<file path="src/rtl/seven_seg_scan.sv">
// Four-digit multiplexed seven-segment scanner with tear-free frame update,
// leading-zero blanking and inter-digit ghosting gaps. All outputs are registered.
module seven_seg_scan #(
  parameter int unsigned REFRESH_DIV    = 50000,
  parameter int unsigned BLANK_CYCLES   = 16,
  parameter bit          SEG_POLARITY   = 1'b0,
  parameter bit          DIGIT_POLARITY = 1'b0
) (
  input  logic        clk,
  input  logic        n_sync_reset,
  input  logic [15:0] value_i,
  input  logic        load_i,
  input  logic [3:0]  dp_i,
  input  logic        blank_lz_i,
  output logic [6:0]  seg_o,
  output logic        dp_o,
  output logic [3:0]  digit_o,
  output logic        frame_o
);

  localparam int unsigned CNT_MAX = (REFRESH_DIV > BLANK_CYCLES) ? REFRESH_DIV : BLANK_CYCLES;
  localparam int unsigned CNT_W   = (CNT_MAX > 1) ? $clog2(CNT_MAX) : 1;
  localparam logic [CNT_W-1:0] SHOW_LAST  = CNT_W'(REFRESH_DIV - 1);
  localparam logic [CNT_W-1:0] BLANK_LAST = CNT_W'(BLANK_CYCLES - 1);

  // Unlit / inactive levels depend on polarity.
  localparam logic [6:0] SEG_OFF   = {7{~SEG_POLARITY}};
  localparam logic       DP_OFF    = ~SEG_POLARITY;
  localparam logic [3:0] DIGIT_OFF = {4{~DIGIT_POLARITY}};

  typedef enum logic {SHOW, BLANK} state_t;

  state_t           state_q, state_d;
  logic [1:0]       idx_q, idx_d;
  logic [CNT_W-1:0] cnt_q, cnt_d;
  logic             frame_start;

  logic [15:0] pend_val_q, disp_val_q, disp_val_d;
  logic [3:0]  pend_dp_q,  disp_dp_q,  disp_dp_d;

  logic [3:0]  nib;
  logic        lz_blank;
  logic [6:0]  seg_lit;
  logic        dp_lit;
  logic [3:0]  digit_sel;

  // Hex glyphs, gfedcba, 1 = lit.
  function automatic logic [6:0] glyph(input logic [3:0] n);
    case (n)
      4'h0: glyph = 7'h3F;  4'h1: glyph = 7'h06;
      4'h2: glyph = 7'h5B;  4'h3: glyph = 7'h4F;
      4'h4: glyph = 7'h66;  4'h5: glyph = 7'h6D;
      4'h6: glyph = 7'h7D;  4'h7: glyph = 7'h07;
      4'h8: glyph = 7'h7F;  4'h9: glyph = 7'h6F;
      4'hA: glyph = 7'h77;  4'hB: glyph = 7'h7C;
      4'hC: glyph = 7'h39;  4'hD: glyph = 7'h5E;
      4'hE: glyph = 7'h79;  default: glyph = 7'h71;
    endcase
  endfunction

  // Scan sequencer next state; frame start is the BLANK->SHOW step into digit 0.
  always_comb begin
    state_d     = state_q;
    idx_d       = idx_q;
    cnt_d       = cnt_q + 1'b1;
    frame_start = 1'b0;
    case (state_q)
      SHOW: if (cnt_q == SHOW_LAST) begin
        state_d = BLANK;
        cnt_d   = '0;
      end
      default: if (cnt_q == BLANK_LAST) begin
        state_d     = SHOW;
        idx_d       = idx_q + 2'd1;
        cnt_d       = '0;
        frame_start = (idx_q == 2'd3);
      end
    endcase
    disp_val_d = frame_start ? pend_val_q : disp_val_q;
    disp_dp_d  = frame_start ? pend_dp_q  : disp_dp_q;
  end

  // Output decode from next-state values so registered outputs line up with the state.
  always_comb begin
    nib = disp_val_d[{idx_d, 2'b00} +: 4];
    case (idx_d)
      2'd1:    lz_blank = blank_lz_i && (disp_val_d[15:4]  == 12'h000);
      2'd2:    lz_blank = blank_lz_i && (disp_val_d[15:8]  == 8'h00);
      2'd3:    lz_blank = blank_lz_i && (disp_val_d[15:12] == 4'h0);
      default: lz_blank = 1'b0;
    endcase
    seg_lit   = (state_d == SHOW && !lz_blank) ? glyph(nib) : 7'h00;
    dp_lit    = (state_d == SHOW) && disp_dp_d[idx_d];
    digit_sel = (state_d == SHOW) ? (4'b0001 << idx_d) : 4'b0000;
  end

  // State, capture registers and registered outputs.
  always_ff @(posedge clk) begin
    if (!n_sync_reset) begin
      state_q    <= BLANK;
      idx_q      <= 2'd3;
      cnt_q      <= '0;
      pend_val_q <= '0;
      pend_dp_q  <= '0;
      disp_val_q <= '0;
      disp_dp_q  <= '0;
      seg_o      <= SEG_OFF;
      dp_o       <= DP_OFF;
      digit_o    <= DIGIT_OFF;
      frame_o    <= 1'b0;
    end else begin
      state_q    <= state_d;
      idx_q      <= idx_d;
      cnt_q      <= cnt_d;
      disp_val_q <= disp_val_d;
      disp_dp_q  <= disp_dp_d;
      if (load_i) begin
        pend_val_q <= value_i;
        pend_dp_q  <= dp_i;
      end
      seg_o   <= SEG_POLARITY   ? seg_lit   : ~seg_lit;
      dp_o    <= SEG_POLARITY   ? dp_lit    : ~dp_lit;
      digit_o <= DIGIT_POLARITY ? digit_sel : ~digit_sel;
      frame_o <= frame_start;
    end
  end

endmodule

</file>
<file path="config.mk">
export PLATFORM = sky130hd
export DESIGN_NAME = seven_seg_scan
export DESIGN_NICKNAME = d
export VERILOG_FILES = /design/src/rtl/seven_seg_scan.sv
export SDC_FILE = /design/constraint.sdc
export NUM_CORES = 1
export LEC_CHECK = 0
export CORE_MARGIN = 8
export CORE_UTILIZATION = 63
export CTS_BUF_LIST = sky130_fd_sc_hd__clkbuf_8
export DETAILED_ROUTE_END_ITERATION = 10
export PLACE_DENSITY = 0.88
export SYNTH_ARGS = -nofsm -noshare
export SYNTH_HDL_FRONTEND = slang
export SYNTH_SLANG_ARGS = --single-unit
</file>
<file path="constraint.sdc">
create_clock -name clk -period 6.2 [get_ports clk]
set_input_delay 1.24 -clock clk [delete_from_list [all_inputs] [get_ports clk]]
set_output_delay 1.24 -clock clk [all_outputs]
set_load 0.02 [all_outputs]
</file>
# After elaboration in Yosys (flattened, before gate mapping)
# Memories as Yosys holds them, arrays and structs flattened.
# Index checks and enable logic that the tools add are counted.
# W data, S select, Z words.
[op_classes]
add_sub_neg = 2
magnitude_cmp = 1
eq_ne = 6
shifts = 2
n_mux = 17
bitwise_logic = 4
reduce_logical = 9
[op_table]
columns = ["operator", "n"]
rows = [
  ["$mux W16", 4],
  ["$add A16 B1 Y16 const B", 1],
  ["$eq A16 B16 Y1 const B", 1],
  ["$eq A16 B4 Y1 const B", 1],
  ["$shiftx A16 B5 Y4", 1],
  ["$logic_not A12 Y1", 1],
  ["$logic_not A8 Y1", 1],
  ["$mux W4", 2],
  ["$mux W7", 1],
  ["$not A7 Y7", 1],
  ["$eq A2 B2 Y1 const B", 3],
  ["$mux W1", 6],
  ["$logic_and A1 B1 Y1", 5],
  ["$logic_not A4 Y1", 1],
  ["$mux W2", 2],
  ["$not A4 Y4", 1],
  ["$shl A1 B2 Y4 const A", 1],
  ["$lt A2 B3 Y1 const B", 1],
  ["$pmux W1 S3", 1],
  ["$add A2 B1 Y2 const B", 1],
  ["$bmux W1 S2", 1],
  ["$eq A2 B1 Y1 const B", 1],
  ["$not A1 Y1", 2],
  ["$logic_not A1 Y1", 1],
]
[word_totals]
reg_bits = 72
mem_bits_ro = 112
input_bits = 24
out_inout_bits = 13
memories = 1
[memory_table]
columns = ["name", "words", "width", "rd", "rd_clocked_by_memory_dff", "wr", "line", "rtl"]
rows = [
  ["(name not given)", 16, 7, 1, 0, 0, "49", "case (n)"],
]

# Depth between registers and ports, before layout
# Gate-level depths: netlist of run 1.
[logic_depth]
depth_word = 11
depth_mapped = 15
mapped_depth_nobuf = 12

# Worst setup path before layout of run 1
# OpenSTA, ideal clock, no wires.
[synth_timing]
path_kind = "reg-to-reg"
startpoint = "reg cnt_q[0]"
endpoint = "reg seg_o[4]"
setup_time_ns = 0.120
t_arrival_ns = 2.905
t_required_ns = 6.080
slack_ns = 3.175
stages_incl_launch_ff = 15
path_buffers = 4
period_less_slack_ns = 3.025
cell_sequence = "dfxtp_1 ha_1 and3_1 buf_2 and3_1 buf_2 nand2_4 buf_6 buf_2 mux2i_1 o221ai_1 inv_1 ha_1 mux2_4 a211o_1"
[synth_between]
elab_chain_len = 11
elab_cells_between_ends = 27
[synth_rtl]
columns = ["element", "line", "rtl"]
rows = [
  ["start, declared", "35", "logic [CNT_W-1:0] cnt_q, cnt_d;"],
  ["start signal, assigned", "114", "cnt_q <= cnt_d;"],
  ["branches (longest 9 deep; another with $mem_v2 Z16 W7)", "--", ""],
  ["$mux W7 *", "92", "seg_lit = (state_d == SHOW && !lz_blank) ? glyph(nib) : 7'h00;"],
  ["$not A7 Y7 *", "121", "seg_o <= SEG_POLARITY ? seg_lit : ~seg_lit;"],
  ["end signal, assigned", "121", ""],
  ["end, declared", "15", "output logic [6:0] seg_o,"],
]
# Mark *: on every way between the ends.
# A chain may end at the register's enable or synchronous reset.

# Final worst setup path of run 1
# Ends and elaborated chain as after synthesis.

==> impl_results.md, run 1 <==
- Status: finished, final reports clean
- Mean Syn Cell Area: 9.48 µm²
- TritonCTS Buffers: 9
- GRT met2 Usage: 36.8%
- Worst EP required: 6440 ps
- Kind of critical path: reg -> reg
- Yosys cell types: 57
- Largest net degree at the start of global routing: 41
- Reg clk slew, reported paths: 70 ps
- Int Power: 0.691 mW
- Hold buffer count at cts: 0
- Gate Count Post-Synth: 353
- Netlist Area Pre-Place: 3350 µm²
- Overall routing resource usage: 21.5%
- Final nets: 419
- H-Tree Depth: 3
- Most used cell, CP: ha_1
- Syn_nets: 385
- P_leak: 1.63 nW
- CP max stage delay: 440 ps
- Initial antenna violation count: 0
- CTS tree: built
- Global-route wire length before repair: 12900 µm
- Vias in the first global route: 2784
- Clk buf depth: 2
- Setup crit end kind: flop
- Area share of the leading cell type in the synthesized netlist: 43.1%
- Hold WS: 448 ps
- Worst VDD drop: 170 µV
- Clk_lat worst skew: 350 ps
- CP Cell Sequence: ha_1, and3_1, nand3_1, nor3_1, a22oi_1, o22a_1, o221ai_1, inv_1, ha_1, mux2_4, a211o_1
- DR iter-0 viols: 268
- Worst hold-check path type: reg -> reg
- Die Wd: 88.9 µm
- DRT antenna net count: 0
- Synthesized flop and latch total: 72
- Detail Placement HPWL: 5720 µm
- M3 GR Usage: 4.83%
- Setup TNS: 0 ps
- Via density per instance: 5.87
- Final Critical Period: 3410 ps
- I/O Buffers: 36
- Clock network power share: 41.0%
- Worst Skew: 5.69 ps
- Via Count: 2710
- Die Span Y: 88.9 µm
- Crit path DAT: 3650 ps
- Post-Route WL: 7950 µm
- Non-filler instance count after layout: 462
- Rel. slew slack: 24.2%
- Core Footprint: 5110 µm²
- Setup bufs post-CTS: 0
- Num rows: 26
- Resized Gates After CTS: 0
- Initial core utilization: 65.5%
- Placed cells: 446
- DRC errors left: 0
- Final worst path period share: 55.0%
- CTS root buf: clkbuf_8
- DIE AREA: 7900 µm²
- GPL Wtd Cong: 0.979
- Largest fanout on the critical path: 12
- Grt ovf: 0
- CP max stage cell: nor3_1
- Syn-to-layout area delta: 17.5%
- Sequential cell area fraction in the yosys report: 43.1%
- Max Clock Freq: 0.293 GHz
- Power Dens Cells: 226 nW/µm²
- Logic pwr share: 4.9%
- Tightest Pin Transition: 1130 ps
- GRT Max-Usage Layer: met2
- Met1 Use GR: 22.9%
- Final Hold Fails: 0
- Share of layout cells above drive strength 1: 10.2%
- Hold Path Depth: 1
- IO Pins: 37
- CTS sink cnt: 72
- Design Area, Final: 3930 µm²
- Sw Ratio: 22.1%
- Diode count: 0
- Final Slew Violations: 0
- CP Launch Type: flop
- Commonest non-fill, non-tap cell in the layout: dfxtp_1
- Worst reg2reg path depth: 11
- TritonRoute pass-1 iters: 5
- Final setup viols: 0
- Ys Warns: 0
- Worst R2R Setup Slack: 2790 ps
- Cell taking the most area after synthesis: dfxtp_1
- Net Sw Power: 0.196 mW
- DR WL/cell: 17.2 µm
- RSZ-0062 raised after global routing: false
- DP Area: 3730 µm²
- Synth top area cells: dfxtp_1 43%, mux2i_1 12%, nor2_1 6.8%, ha_1 3.0%, nand2_1 2.5%
- Sequential share of power: 54.1%
- Most frequent cells in the layout: 72 x dfxtp_1, 61 x nor2_1, 39 x mux2i_1, 36 x clkdlybuf4s50_1, 22 x nand2_1
- Maxcap violations: 0
[worst paths after layout]
kind                  from        to
setup reg to reg  cnt_q[0]  seg_o[4]
setup / recovery  cnt_q[0]  seg_o[4]
hold / removal    cnt_q[0]  cnt_q[0]
hold reg to reg   cnt_q[0]  cnt_q[0]
[area by class of cell]
class	count	area, µm²
Clock inverter	6	60.1
Fill cell	381	1180
Tap cell	70	87.6
Inverter	12	45.0
Clock buffer	10	138
Multi-Input combinational cell	254	1780
Sequential cell	72	1440
Timing Repair Buffer	38	375
[power groups by stage]
stage	logic [mW]	registers, mW	clock network, mW
6_report	0.0437	0.480	0.363
5_1_grt	0.0477	0.480	0.387
4_1_cts	0.0439	0.479	0.369
3_5_place_dp	0.0433	0.490	0
3_3_place_gp	0.0419	0.490	0
2_1_floorplan	0.0238	0.487	0
[critical path, delay by kind of cell, from the launching register on]
kind / cells / cell delay [ps]
buffers and inverters: 1 / 160
multiplexers: 1 / 270
flip-flops: 1 / 350
AO/OA/AOI/OAI: 4 / 970
AND/OR/NAND/NOR: 3 / 1080
adder cells (fa/ha/maj): 2 / 470
[layer usage]
metal  part of all wire, %  vias up  wire length (µm)
met1                    40     1287              3190
met3                   4.9       29               388
met5                     0        -                 0
met2                    50       80              4010
li1                      -     1314                 -
met4                   4.5        0               360
[cells by family (layout without fill, tap and decap cells)]
group                      Yosys count  count (layout)  synth area share [%]
DFF                                 72              72                  43.1
buffers and inverters               27              66                  3.63
muxes                               43              43                  13.6
AOI/OAI and AO/OA                   46              46                  11.1
xor gates and xnor gates            15              15                  3.93
adders and majority gates            8               8                  2.99
and+or+nand+nor                    142             142                  21.7
[metrics by stage]
stage | util (%) | total power, mW | setup slack (ps)
2_1_floorplan | - | 0.511 | 3180
3_3_place_gp | 73.1 | 0.532 | 2840
3_5_place_dp | 73.1 | 0.533 | 2800
4_1_cts | 77.0 | 0.892 | 2790
5_1_grt | 77.0 | 0.915 | 2470
6_report | 77.0 | 0.887 | 2790
[synth_stat cells (all sizes together)]
cell     count
nand3       11
or3          1
nor2b        2
o21ai        6
o21a         1
a31oi        2
mux2         3
o211ai       5
o221ai       6
xnor2        7
o2111ai      3
mux2i       39
a211o        1
o22a         3
nor4         9
o31ai        2
and2         1
clkbuf       9
o22ai        1
a22oi        2
buf          6
nand3b       2
nand2       24
nor4b        1
a21oi        8
nor3         7
dfxtp       72
and3         8
xor2         8
a2bb2oi      1
inv         12
o221a        1
mux4         1
nand2b       6
or2          1
nand4        3
ha           8
or4          1
or4b         1
o311ai       1
nor2        64
a211oi       2
a21o         1
[sequential cells by signal, summed over array words and instances, names as in the netlist, 2 cells and up]
register / count
idx_q: 2
disp_val_q: 16
disp_dp_q: 4
pend_val_q: 16
pend_dp_q: 4
digit_o: 4
seg_o: 7
cnt_q: 16
Power figures use the tool's default switching activity.
==> run 2, diff against run 1 <==
CORE_UTILIZATION = 52   (was 63)
PLACE_DENSITY = 0.77   (was 0.88)
clock period = 2.95 ns   (was 6.2 ns; I/O delays follow)
==> run 2 against run 1 <==
Against the previous run:
- non-clock buffer count rose by 35
- largest power group unchanged
- register-to-register slack got worse by 2700 ps
- wire length rose by 1.9%
- power rose by 110%
- first-iteration DRC count fell by 30%
- clock skew rose by 5.1 ps
- via count rose by 3.6%
- count of clock-buffer cells in the layout fell by 1
- worst setup slack got worse by 2700 ps
- sequential share of layout area fell by 3.0 points
- final area rose by 9.2%
- combinational power rose by 110%
- largest cell class unchanged
==> impl_results.md, run 2 (synthesis results as in run 1) <==
- Status: finished, final reports clean
- Design Area, Final: 4290 µm² (+9.2%)
- Hold wc startpoint: cnt_q[0]
- Final Critical Period: 2890 ps (-522 ps)
- CP Launch Type: flop
- Worst hold-check path type: reg -> reg
- Global-route wire length before repair: 13200 µm (+2.6%)
- TritonCTS Buffers: 9 (unchanged)
- Diode count: 0 (unchanged)
- Share of layout cells above drive strength 1: 21.5% (+11 points)
- DR iter-0 viols: 187 (-30%)
- Most frequent cells in the layout: 70 x dfxtp_1, 61 x nor2_1, 37 x buf_4, 36 x mux2i_1, 36 x clkdlybuf4s50_1
- Initial core utilization: 53.3% (-12 points)
- Grt ovf: 0 (unchanged)
- Final Slew Violations: 0 (unchanged)
- Via density per instance: 5.56 (-5.2%)
- Final worst path period share: 98.0% (+43 points)
- Die Span Y: 96.2 µm (+8.3%)
- Final setup viols: 0 (unchanged)
- H-Tree Depth: 3 (unchanged)
- Worst reg2reg path depth: 11 (unchanged)
- Placed cells: 477 (+7.0%)
- Largest net degree at the start of global routing: 41 (unchanged)
- Worst EP required: 3180 ps (-3260 ps)
- Hold Path Depth: 1 (unchanged)
- DIE AREA: 9260 µm² (+17%)
- Post-Route WL: 8110 µm (+1.9%)
- Die Wd: 96.2 µm (+8.3%)
- Num rows: 29 (+12%)
- Worst Skew: 10.8 ps (+5.09 ps)
- Terminus of the critical flop-to-flop path: seg_o[0]
- CTS sink cnt: 72 (unchanged)
- Syn-to-layout area delta: 28.3%
- Tightest Pin Transition: 492 ps (-640 ps)
- Final nets: 455 (+8.6%)
- GPL Wtd Cong: 0.923 (-5.8%)
- Largest fanout on the critical path: 6 (-6)
- Reg2reg start: cnt_q[9]
- Final Hold Fails: 0 (unchanged)
- Reg clk slew, reported paths: 80 ps (about the same)
- Largest registers: cnt_q: 16 flops, disp_val_q: 16 flops, pend_val_q: 16 flops
- Kind of critical path: reg -> reg
- TritonRoute pass-1 iters: 4 (-1)
- Setup crit end kind: flop
- Detail Placement HPWL: 5730 µm (+0.32%)
- Worst R2R Setup Slack: 60 ps (-2730 ps)
- Clk_lat worst skew: 350 ps (about the same)
- Core Footprint: 6280 µm² (+23%)
- CTS root buf: clkbuf_8
- DRC errors left: 0 (unchanged)
- Crit path DAT: 3120 ps (-530 ps)
- Clk buf depth: 2 (unchanged)
- I/O Buffers: 36 (unchanged)
- Power Dens Cells: 437 nW/µm² (+94%)
- Via Count: 2808 (+3.6%)
- DR WL/cell: 16.0 µm (-6.8%)
- Vias in the first global route: 2774 (-0.36%)
- Maxcap violations: 0 (unchanged)
- Overall routing resource usage: 18.4% (-3.1 points)
- DP Area: 3930 µm² (+5.2%)
- Initial antenna violation count: 0 (unchanged)
- Non-filler instance count after layout: 505 (+9.3%)
- IO Pins: 37 (unchanged)
- DRT antenna net count: 0 (unchanged)
- Worst VDD drop: 329 µV (+93%)
- Rel. slew slack: 67.0% (+43 points)
- Worst hold endpoint: cnt_q[0]
- Hold buffer count at cts: 0 (unchanged)
- Max Clock Freq: 0.346 GHz (+18%)
- CTS tree: built
- Commonest non-fill, non-tap cell in the layout: dfxtp_1
- P_leak: 1.77 nW (+8.4%)
==> run 2: cell type report <==
| cell class | instances | area (µm²) |
|---|---|---|
| repair buffers | 73 | 638 |
| clock buffers | 9 | 124 |
| multi-input cells | 255 | 1870 |
| fillers | 499 | 1980 |
| clock inverters | 7 | 72.6 |
| inverters | 12 | 45.0 |
| flip-flops and latches | 72 | 1440 |
| well taps | 77 | 96.3 |
==> run 2: where the power goes <==
part           internal (mW)  switching [mW]
sequential             0.991          0.0174
clock                  0.390           0.388
combinational         0.0532          0.0375
total                   1.43           0.443
==> run 2: routing by layer <==
| metal | vias up | global-route usage [%] | share of wire (%) |
|---|---|---|---|
| met5 | - | 0 | 0 |
| met4 | 0 | 14.1 | 5.7 |
| met3 | 36 | 4.52 | 4.5 |
| met2 | 85 | 28.8 | 46 |
| met1 | 1306 | 21.1 | 43 |
| li1 | 1381 | - | - |
==> run 2: critical path, cell delays in order, from the launching register on <==
cell and delay [ps]:
dfxtp_2 360, or4_4 560, nor3_4 220, buf_4 180, nand2_8 70, buf_4 150, mux2i_1 290, o221ai_2 150
buf_4 170, ha_1 240, nor4b_2 310, a211oi_2 70
==> run 2: worst max path at each step <==
| stage | from | endpoint | slack (ps) |
|---|---|---|---|
| 3_3_place_gp | cnt_q[0] | seg_o[4] | 170 |
| 4_1_cts | cnt_q[0] | seg_o[4] | 20 |
| 5_1_grt | cnt_q[10] | seg_o[0] | -60 |
| 2_1_floorplan | cnt_q[0] | seg_o[4] | 40 |
| 6_report | cnt_q[9] | seg_o[0] | 60 |
| 3_5_place_dp | cnt_q[0] | seg_o[4] | 20 |
==> run 2: timing repair <==
item,in CTS,in global routing
endpoints found under the hold margin,0,0
setup buffers,0,11
gates resized for setup,0,19
endpoints found under the setup margin,0,7
==> run 2: stage by stage <==
stage          setup WS, ps  utilization, %  TNS [ps]  total power [mW]  hold WS, ps
6_report               59.9            68.4         0              1.88          455
5_1_grt               -57.4            68.4      -133              1.94          483
4_1_cts                22.2            65.7         0              1.89          454
3_5_place_dp           17.3            62.6         0              1.12          443
3_3_place_gp            168            62.6         0              1.12          424
2_1_floorplan          42.9               -         0              1.07          413
==> run 3, diff against run 2 <==
--- a/config.mk
+++ b/config.mk
@@ -7,7 +7,10 @@
 export LEC_CHECK = 0
+export CAP_MARGIN = 5
+export CELL_PAD_IN_SITES_DETAIL_PLACEMENT = 1
+export CELL_PAD_IN_SITES_GLOBAL_PLACEMENT = 2
 export CORE_MARGIN = 8
-export CORE_UTILIZATION = 52
+export CORE_UTILIZATION = 33
 export CTS_BUF_LIST = sky130_fd_sc_hd__clkbuf_8
 export DETAILED_ROUTE_END_ITERATION = 10
-export PLACE_DENSITY = 0.77
+export PLACE_DENSITY = 0.78
 export SYNTH_ARGS = -nofsm -noshare
--- a/constraint.sdc
+++ b/constraint.sdc
@@ -3,2 +3,2 @@
 set_output_delay 0.59 -clock clk [all_outputs]
-set_load 0.02 [all_outputs]
+set_load 0.01 [all_outputs]
==> run 3 against run 2 <==
Against the previous run:
- clock power grew 5.0%
- register-to-register slack is essentially flat
- flip-flop and latch count is the same
- count of clock-buffer cells in the layout is the same
- cell count grew 10%
- global-route usage shrank 4.1 points
- non-clock buffer count shrank 4
- final area grew 0.61%
- wire length grew 11%
- critical path depth shrank 1
- highest routed layer unchanged
==> impl_results.md, run 3 (synthesis results as in run 1) <==
- Overall routing resource usage: 14.3% (-4.1 points)
- DR WL/cell: 16.2 µm (+0.71%)
- Diode count: 0 (unchanged)
- Vias in the first global route: 2978 (+7.4%)
- Largest net degree at the start of global routing: 41 (unchanged)
- Worst hold endpoint: cnt_q[0]
- Most frequent cells in the layout: 72 x dfxtp_1, 61 x nor2_1, 38 x mux2i_1, 36 x clkdlybuf4s50_1, 31 x buf_4
- Clock network power share: 42.6% (+1.2 points)
- Final core utilization: 44.0% (-24 points)
- Worst R2R Setup Slack: 70 ps (about the same)
- Worst VDD drop: 228 µV (-31%)
- Largest fanout on the critical path: 8 (+2)
- Status: finished, final reports clean
- Grt ovf: 0 (unchanged)
- Crit path DAT: 3130 ps (about the same)
- Sw Ratio: 21.5% (-2.1 points)
- Power Dens Cells: 444 nW/µm² (+1.7%)
- Die Span Y: 117 µm (+21%)
- Worst hold-check path type: reg -> reg
- CTS root buf: clkbuf_8
- Worst EP required: 3200 ps (+20 ps)
- Maxcap violations: 0 (unchanged)
- Initial antenna violation count: 0 (unchanged)
- Max Clock Freq: 0.347 GHz (+0.38%)
- Final Slew Violations: 0 (unchanged)
- Filler cell count in the final layout: 1162 (+130%)
- IO Pins: 37 (unchanged)
- Die Wd: 117 µm (+21%)
- TritonCTS Buffers: 9 (unchanged)
- TritonRoute pass-1 iters: 6 (+2)
- Commonest non-fill, non-tap cell in the layout: dfxtp_1
- DRC errors left: 0 (unchanged)
- Sequential share of power: 52.5% (-1.2 points)
- I/O Buffers: 36 (unchanged)
- H-Tree Depth: 3 (unchanged)
- Global-route wire length before repair: 15000 µm (+13%)
- Syn-to-layout area delta: 29.1%
- DRT antenna net count: 0 (unchanged)
- Int Power: 1.51 mW (+5.1%)
- Via Count: 2821 (+0.46%)
- Hold WS: 442 ps (-13.2 ps)
- Detail Placement HPWL: 6630 µm (+16%)
- CTS tree: built
- Worst reg2reg path depth: 10 (-1)
- Kind of critical path: reg -> reg
- GPL Wtd Cong: 0.823 (-11%)
- Hold Path Depth: 1 (unchanged)
- Final setup viols: 0 (unchanged)
- DIE AREA: 13600 µm² (+47%)
- P_leak: 1.79 nW (+1.5%)
- Post-Route WL: 8990 µm (+11%)
- Rel. slew slack: 49.0% (-18 points)
- CP Launch Type: flop
- CTS sink cnt: 72 (unchanged)
- RSZ-0062 raised after global routing: true
- Net Sw Power: 0.412 mW (-6.9%)
- Final worst path period share: 97.6% (-0.37 points)
- Hold buffer count at cts: 0 (unchanged)
- Clk_lat worst skew: 360 ps (about the same)
- Share of layout cells above drive strength 1: 18.0% (-3.5 points)
- Terminus of the critical flop-to-flop path: seg_o[4]
- Hold wc startpoint: cnt_q[0]
- Core Footprint: 9820 µm² (+56%)
- Clk buf depth: 2 (unchanged)
- Tightest Pin Transition: 765 ps (+274 ps)
- Reg2reg start: cnt_q[9]
- Via density per instance: 5.07 (-8.8%)
- Setup crit end kind: flop
- Reg clk slew, reported paths: 80 ps (about the same)
- Final nets: 451 (-0.88%)
- Final Critical Period: 2880 ps (-10.8 ps)
- Worst Skew: 10.6 ps (-0.197 ps)
- Initial core utilization: 34.1% (-19 points)
- Final Hold Fails: 0 (unchanged)
- Largest registers: cnt_q: 16 flops, disp_val_q: 16 flops, pend_val_q: 16 flops
- DR iter-0 viols: 126 (-33%)
- Logic pwr share: 4.9% (about the same)
- Num rows: 36 (+24%)
==> run 3: through the flow <==
step                      total power, mW  setup TNS (ps)  instance area, µm²  cells  worst slack, ps
after global placement               1.12               0                3980    531              110
after CTS                            1.96               0                4190    546             1.78
final                                1.92               0                4320    556             70.7
after floorplan                      1.07               0                3350    353             42.9
after global routing                 2.01           -20.0                4320    556            -20.0
after detailed placement             1.13               0                3980    531             30.0
==> run 3: layout make-up <==
cell class / count / area (µm²) / share of cell area, %
Timing Repair Buffer: 69 / 624 / 14.5
Tap cell: 133 / 166 / 3.85
Inverter: 12 / 45.0 / 1.04
Sequential cell: 72 / 1440 / 33.4
Clock inverter: 6 / 78.8 / 1.82
Multi-Input combinational cell: 255 / 1840 / 42.6
Clock buffer: 9 / 124 / 2.87
==> run 3: worst max path at each step <==
| stage | from | endpoint | cells past startpoint |
|---|---|---|---|
| after floorplan | cnt_q[0] | seg_o[4] | 14 |
| after global placement | cnt_q[8] | seg_o[0] | 10 |
| after detailed placement | cnt_q[0] | seg_o[4] | 10 |
| after CTS | cnt_q[0] | seg_o[4] | 10 |
| after global routing | cnt_q[9] | seg_o[4] | 10 |
| final | cnt_q[9] | seg_o[4] | 10 |
==> run 3: critical path, stage by stage, from the launching register on <==
cell      delay [ps]
dfxtp_1          360
or4_4            590
nor3_4           210
buf_12           150
nand2_8           80
mux2i_1          220
o22a_1           230
o221ai_2         140
ha_1             250
mux2_4           250
a211o_1          290
==> run 3: timing repair <==
| item | in CTS | in global routing |
|---|---|---|
| gates resized for setup | 0 | 11 |
| setup buffers | 0 | 9 |
| setup endpoints to repair | 0 | 7 |
==> run 3: power groups by stage <==
stage               Clock [mW]  Sequential, mW  Combinational (mW)
floorplan                    0            1.02              0.0500
global placement             0            1.03              0.0935
detailed placement           0            1.03              0.0963
CTS                      0.856            1.01              0.0970
global route             0.888            1.01               0.107
finish                   0.817            1.01              0.0943
==> run 3: layer usage <==
| metal | track usage (%) | routed length, µm | up-vias |
|---|---|---|---|
| li1 | - | - | 1371 |
| met1 | 16.5 | 3950 | 1380 |
| met2 | 23.9 | 4450 | 48 |
| met3 | 3.36 | 349 | 22 |
| met4 | 7.68 | 238 | 0 |
| met5 | 0 | 0 | - |
